`src/rtl/alu_address_sequencer_if.sv`:
```
// Decoder/dataflow-facing signal bundle of the ALU address sequencer.
// The slave side is the sequencer; the master side is the decoder/memory/dataflow.
interface alu_address_sequencer_if;
  logic       start;
  logic [1:0] mode;
  logic       ready;
  logic       alu_carry;
  logic       abort;
  logic       alu_read_enable;
  logic       alu_abl_write_enable;
  logic       alu_sb_write_enable;
  logic       alu_op_add_low;
  logic       alu_op_add_high;
  logic       alu_carry_inject;
  logic       abh_force_zero;
  logic       busy;
  logic       done;
  logic       page_cross;
  logic       timeout;

  modport slave (
    input  start, mode, ready, alu_carry, abort,
    output alu_read_enable, alu_abl_write_enable, alu_sb_write_enable,
           alu_op_add_low, alu_op_add_high, alu_carry_inject, abh_force_zero,
           busy, done, page_cross, timeout
  );

  modport master (
    output start, mode, ready, alu_carry, abort,
    input  alu_read_enable, alu_abl_write_enable, alu_sb_write_enable,
           alu_op_add_low, alu_op_add_high, alu_carry_inject, abh_force_zero,
           busy, done, page_cross, timeout
  );
endinterface

```
`src/rtl/alu_address_sequencer.sv`:
```
// 6502-style indexed effective-address sequencer: low-byte add, ABL drive,
// optional high-byte fix-up and SB drive, with a memory-ready stall watchdog.
module alu_address_sequencer #(
  parameter int STALL_CNT_W = 4,
  parameter int MAX_STALL   = 15
) (
  input logic                   clk,
  input logic                   nrst,
  alu_address_sequencer_if.slave bus
);

  typedef enum logic [2:0] {
    S_IDLE       = 3'd0,
    S_ADD_LOW    = 3'd1,
    S_DRIVE_LOW  = 3'd2,
    S_FIX_HIGH   = 3'd3,
    S_DRIVE_HIGH = 3'd4,
    S_DONE       = 3'd5
  } state_t;

  localparam logic [STALL_CNT_W-1:0] STALL_LAST = STALL_CNT_W'(MAX_STALL - 1);

  state_t                 state_q, state_d;
  logic [1:0]             mode_q, mode_d;
  logic                   carry_q, carry_d;
  logic                   pc_q, pc_d;
  logic [STALL_CNT_W-1:0] stall_q, stall_d;
  logic                   stalling;

  // State and datapath-control registers; async active-low reset to IDLE.
  always_ff @(posedge clk or negedge nrst) begin
    if (!nrst) begin
      state_q <= S_IDLE;
      mode_q  <= 2'b00;
      carry_q <= 1'b0;
      pc_q    <= 1'b0;
      stall_q <= '0;
    end else begin
      state_q <= state_d;
      mode_q  <= mode_d;
      carry_q <= carry_d;
      pc_q    <= pc_d;
      stall_q <= stall_d;
    end
  end

  // Next-state and output decode; abort and watchdog override the normal flow.
  always_comb begin
    state_d  = state_q;
    mode_d   = mode_q;
    carry_d  = carry_q;
    pc_d     = pc_q;
    stall_d  = '0;
    stalling = 1'b0;

    bus.alu_read_enable      = 1'b0;
    bus.alu_abl_write_enable = 1'b0;
    bus.alu_sb_write_enable  = 1'b0;
    bus.alu_op_add_low       = 1'b0;
    bus.alu_op_add_high      = 1'b0;
    bus.alu_carry_inject     = 1'b0;
    bus.abh_force_zero       = 1'b0;
    bus.busy                 = (state_q != S_IDLE);
    bus.done                 = 1'b0;
    bus.page_cross           = pc_q;
    bus.timeout              = 1'b0;

    case (state_q)
      S_IDLE: begin
        if (bus.start && !bus.abort && (bus.mode != 2'b11)) begin
          state_d = S_ADD_LOW;
          mode_d  = bus.mode;
          pc_d    = 1'b0;
        end
      end
      S_ADD_LOW: begin
        bus.alu_op_add_low  = 1'b1;
        bus.alu_read_enable = bus.ready;
        stalling            = !bus.ready;
        if (bus.ready) begin
          carry_d = bus.alu_carry;
          state_d = S_DRIVE_LOW;
        end
      end
      S_DRIVE_LOW: begin
        bus.alu_abl_write_enable = 1'b1;
        bus.abh_force_zero       = (mode_q == 2'b00);
        stalling                 = !bus.ready;
        if (bus.ready) begin
          // Zero-page and non-crossing absolute reads finish here; writes
          // always take the fix-up slot as a dummy cycle.
          if ((mode_q == 2'b00) || ((mode_q == 2'b01) && !carry_q))
            state_d = S_DONE;
          else
            state_d = S_FIX_HIGH;
        end
      end
      S_FIX_HIGH: begin
        bus.alu_op_add_high  = 1'b1;
        bus.alu_carry_inject = carry_q;
        bus.alu_read_enable  = bus.ready;
        stalling             = !bus.ready;
        if (bus.ready) state_d = S_DRIVE_HIGH;
      end
      S_DRIVE_HIGH: begin
        bus.alu_sb_write_enable = 1'b1;
        stalling                = !bus.ready;
        if (bus.ready) state_d = S_DONE;
      end
      S_DONE: begin
        bus.done       = 1'b1;
        bus.page_cross = carry_q;
        pc_d           = carry_q;
        state_d        = S_IDLE;
      end
      default: state_d = S_IDLE;
    endcase

    if (stalling) begin
      if (stall_q == STALL_LAST) begin
        state_d     = S_IDLE;
        bus.timeout = 1'b1;
      end else begin
        stall_d = stall_q + 1'b1;
      end
    end

    if (bus.abort && (state_q != S_IDLE)) begin
      state_d        = S_IDLE;
      stall_d        = '0;
      pc_d           = pc_q;
      bus.timeout    = 1'b0;
      bus.done       = 1'b0;
      bus.page_cross = pc_q;
    end
  end

endmodule

```
`src/flat_wrapper.sv`:
```
// flat-port wrapper written by rule: the top's interface ports become plain ports
module alu_address_sequencer_flat 
#(
  parameter int STALL_CNT_W = 4,
  parameter int MAX_STALL   = 15
)
  (clk, nrst, bus_start, bus_mode, bus_ready, bus_alu_carry, bus_abort, bus_alu_read_enable, bus_alu_abl_write_enable, bus_alu_sb_write_enable, bus_alu_op_add_low, bus_alu_op_add_high, bus_alu_carry_inject, bus_abh_force_zero, bus_busy, bus_done, bus_page_cross, bus_timeout);
  alu_address_sequencer_if bus_i ();
  input logic clk;
  input logic nrst;
  input wire logic [$bits(bus_i.start)-1:0] bus_start;
  input wire logic [$bits(bus_i.mode)-1:0] bus_mode;
  input wire logic [$bits(bus_i.ready)-1:0] bus_ready;
  input wire logic [$bits(bus_i.alu_carry)-1:0] bus_alu_carry;
  input wire logic [$bits(bus_i.abort)-1:0] bus_abort;
  output wire logic [$bits(bus_i.alu_read_enable)-1:0] bus_alu_read_enable;
  output wire logic [$bits(bus_i.alu_abl_write_enable)-1:0] bus_alu_abl_write_enable;
  output wire logic [$bits(bus_i.alu_sb_write_enable)-1:0] bus_alu_sb_write_enable;
  output wire logic [$bits(bus_i.alu_op_add_low)-1:0] bus_alu_op_add_low;
  output wire logic [$bits(bus_i.alu_op_add_high)-1:0] bus_alu_op_add_high;
  output wire logic [$bits(bus_i.alu_carry_inject)-1:0] bus_alu_carry_inject;
  output wire logic [$bits(bus_i.abh_force_zero)-1:0] bus_abh_force_zero;
  output wire logic [$bits(bus_i.busy)-1:0] bus_busy;
  output wire logic [$bits(bus_i.done)-1:0] bus_done;
  output wire logic [$bits(bus_i.page_cross)-1:0] bus_page_cross;
  output wire logic [$bits(bus_i.timeout)-1:0] bus_timeout;
  assign bus_i.start = bus_start;
  assign bus_i.mode = bus_mode;
  assign bus_i.ready = bus_ready;
  assign bus_i.alu_carry = bus_alu_carry;
  assign bus_i.abort = bus_abort;
  assign bus_alu_read_enable = bus_i.alu_read_enable;
  assign bus_alu_abl_write_enable = bus_i.alu_abl_write_enable;
  assign bus_alu_sb_write_enable = bus_i.alu_sb_write_enable;
  assign bus_alu_op_add_low = bus_i.alu_op_add_low;
  assign bus_alu_op_add_high = bus_i.alu_op_add_high;
  assign bus_alu_carry_inject = bus_i.alu_carry_inject;
  assign bus_abh_force_zero = bus_i.abh_force_zero;
  assign bus_busy = bus_i.busy;
  assign bus_done = bus_i.done;
  assign bus_page_cross = bus_i.page_cross;
  assign bus_timeout = bus_i.timeout;
  alu_address_sequencer #(.STALL_CNT_W(STALL_CNT_W), .MAX_STALL(MAX_STALL)) u_core (.clk(clk), .nrst(nrst), .bus(bus_i));
endmodule
```
`config.mk`:
```
export PLATFORM = sky130hd
export DESIGN_NAME = alu_address_sequencer_flat
export DESIGN_NICKNAME = d
export VERILOG_FILES = /design/src/rtl/alu_address_sequencer_if.sv /design/src/rtl/alu_address_sequencer.sv /design/src/flat_wrapper.sv
export SDC_FILE = /design/constraint.sdc
export NUM_CORES = 1
export LEC_CHECK = 0
export CAP_MARGIN = 15
export CORE_UTILIZATION = 46
export DETAILED_ROUTE_END_ITERATION = 10
export HOLD_SLACK_MARGIN = 0.05
export PLACE_DENSITY = 0.87
export SETUP_SLACK_MARGIN = 0.2
export SLEW_MARGIN = 20
export SYNTH_ARGS = -nofsm -noshare
export SYNTH_HDL_FRONTEND = slang
export SYNTH_SLANG_ARGS = --single-unit
```
`constraint.sdc`:
```
create_clock -name clk -period 2.2 [get_ports clk]
set_clock_uncertainty 0.05 [all_clocks]
set_input_delay 0.44 -clock clk [delete_from_list [all_inputs] [get_ports clk]]
set_output_delay 0.44 -clock clk [all_outputs]
set_load 0.005 [all_outputs]
```
==> parameters.txt <==
Parameter                              Value

Outcome
  Status    finished clean

STA
  Final critical-path share of the clock period    97.76%
  Final critical delay including setup and external delays    2.151 ns
  Achievable clock frequency    464.9 MHz
  Fin. max-slew vios    0
  Pin slew with the least headroom to its limit    0.4652 ns
  Number of endpoints with negative hold slack in the final report    0
  Hold slack final    0.4382 ns
  Endpoints failing setup    0
  Headroom to the max-slew limit    68.58%
  RSZ-0062 raised after global routing    yes
  Worst-case setup margin in the final layout    0.04919 ns
  Summed negative setup slack over all endpoints    0 ns

Global routing
  Global-route wire length before repair    2352 um
  Pin count of the biggest net entering global routing    13
  Total congestion overflow after global routing    0
  Via count of the first global-routing pass    530
  Combined global-route utilization of all metal layers    21.83%
  Antenna violations before repair    0

Yosys
  Mean post-synth cell area    9.633 um^2
  Yosys warning total    0
  Most common flop cell mapped by yosys    dfrtp_1
  Net count after synthesis    83
  Number of distinct library cell variants in the gate-level netlist after synthesis    33
  Number of enable-type register cells in the synthesized netlist    0
  Share of async-settable or async-resettable flops after synthesis    100.0%
  Cell accounting for the most synthesized area    dfrtp_1
  Share of the synthesized area in the top cell type    39.15%
  FF+latch count, synth    11
  Proportion of synthesized chip area in sequential cells    39.15%
  Synthesized cell area    703.2 um^2
  Number of instances in the synthesized netlist    73
  Largest cells by area after synthesis    dfrtp_1 39%, nor3b_2 5.3%, mux2_2 4.8%, a21oi_1 3.6%, ha_1 3.6%

Die
  Starting utilization of the core area    51.47%
  Die width    41.10 um
  Vertical die dimension    41.10 um
  Row Count    13
  Number of I/O pins    19
  Core box area    1366 um^2
  Die footprint    1689 um^2

Power and ir drop
  IR drop worst, VDD    0.0004711 V
  Power per cell area    870.8 nW/um^2
  Internal power contribution    589.4 uW
  Leakage power    0.5024 nW
  Proportion of power drawn by flip-flops and latches    35.0%
  Combinational power share    49.8%
  Switching power of the nets    319.2 uW
  Post-layout power    908.6 uW
  Part of the power in the clock network    15.1%
  Net switching share of the total power    35.13%

Clock network
  Number of clock buffers inserted by TritonCTS    3
  Total clock sinks    11
  Clock tree from TritonCTS    yes
  Clock insertion delay at the later pin of the skew report    0.27 ns
  Buffer type at the clock tree root    clkbuf_4
  Bufs on Longest Clock Path    2
  Clock-pin slew on the worst setup and hold paths    0.07 ns
  H-tree levels    1
  Post-CTS Hold Buffers    0

Critical path
  Levels on crit path    4
  Delay of the slowest cell on the worst path    0.56 ns
  Cell chain of the critical path    clkdlybuf4s50_1 > or4_4 > nor2_2 > clkbuf_2
  Arrival time worst endpoint    1.66 ns
  Number of cells traversed by the worst register-to-register path    6
  Critical Path End Type    output port
  Top Family by Delay on Critical Path    simple AND/OR/NAND/NOR gates
  Critical path class    in2out
  Worst-path fanout max    2
  Data required time of the worst path    1.71 ns
  Critical path buffer and inverter count    2
  Highest-delay cell along the critical path    or4_4
  CP Launch Type    input port
  Minimum setup slack among reg-to-reg paths    0.42 ns

Route
  Number of optimization iterations in the first detailed-route pass    4
  DRC violation count after routing    0
  Post-Route WL    1620 um
  Count of nets left with antenna violations after detail routing    0
  Iter 0 DRT Violations    13
  Vias after detailed routing    642
  Drt wl/cell    13.73 um
  Drt via density    5.441

Final layout
  # fillers    96
  ANT cells    0
  Layout cells sized above 1    34.95%
  Most frequent standard cell in the layout excluding fill and tap cells    dfrtp_1
  Post-layout net count    114
  Core occupancy in the finished layout    76.37%
  Most frequent cells in the layout    9 x dfrtp_1, 7 x dlygate4sd2_1, 7 x buf_4
  Post-synthesis to final-layout area growth    48.40%

Placed design
  Worst-case setup slack after placement    -0.3247 ns
  GPL Wtd Cong    0.8141
  Detailed placer's ending HPWL    1185 um
  Port buffer count    18

Min path
  Worst hold path type    in2async

Run
  Reported max-cap violation count    0
## layout make-up
type | count | area, um^2 | share of cell area [%]
flip-flops and latches | 11 | 277.8 | 26.62
inverters | 3 | 11.26 | 1.079
well taps | 15 | 18.77 | 1.799
repair buffers | 30 | 276.5 | 26.50
clock buffers | 3 | 22.52 | 2.158
clock inverters | 1 | 5.005 | 0.4796
multi-input cells | 55 | 431.7 | 41.37
## logic make-up after synthesis
kind of cell	count (synthesis)	share of synthesized area, %
muxes	3	4.804
buffers and inverters	7	5.337
DFF	11	39.15
adders and majority gates	2	3.558
and+or+nand+nor	35	33.45
AOI/OAI and AO/OA	14	12.46
xor gates and xnor gates	1	1.246
## synth_stat cells, types with 2 or more instances
library cell / number
dfrtp_1: 11
a21oi_1: 5
nand2_1: 5
nor2_1: 4
inv_1: 3
mux2_2: 3
nand2b_1: 3
nor2b_1: 3
nor3b_2: 3
o21ai_0: 3
and2_1: 2
and3_1: 2
buf_2: 2
ha_1: 2
nand3b_1: 2
nor3_1: 2
nor3b_1: 2
## metal layers
metal	global-route usage, %	share of wire, %	vias to the layer above
met5	0	0	-
met4	0	0	0
met3	9.783	4.1	0
met2	33.98	48	16
met1	29.73	48	305
li1	-	-	321
## per-stage QoR
stage	cells	area, um^2
floorplan	73	703.2
detailed placement	112	950.9
CTS	117	1012
global placement	112	950.9
finish	118	1044
global route	118	1044
## worst register-to-register path: cells and delay by family, from the launching register on
| family | cells | cell delay (ns) |
|---|---|---|
| AO/OA/AOI/OAI | 1 | 0.13 |
| adder cells (fa/ha/maj) | 1 | 0.16 |
| buffers and inverters | 2 | 0.26 |
| flip-flops | 1 | 0.43 |
| AND/OR/NAND/NOR | 2 | 0.61 |
## what timing repair did
item                       CTS  global route
pin swaps                    1             1
gates resized for setup     22            12
setup endpoints to repair   11             5
buffers inserted             1             1
## registers in the layout (all words and copies together) (netlist names)
signal / count
u_core.state_q: 3
u_core.mode_q: 2
u_core.carry_q: 1
u_core.pc_q: 1
u_core.stall_q: 4
## power by group through the flow
stage	sequential [mW]	combinational (mW)	clock, mW
global placement	0.306	0.393	0
floorplan	0.293	0.223	0
finish	0.318	0.453	0.138
detailed placement	0.311	0.403	0
global route	0.330	0.491	0.156
CTS	0.310	0.428	0.143
## final timing paths
path / startpoint / to
max reg2reg: u_core.stall_q[0] / u_core.state_q[0]
min: nrst / u_core.stall_q[2]
max: bus_ready / bus_timeout
min reg2reg: u_core.stall_q[0] / u_core.stall_q[0]
max in group asynchronous: nrst / u_core.state_q[1]
min in group clk: u_core.stall_q[0] / u_core.stall_q[0]
(Power assumes the default switching activity.)
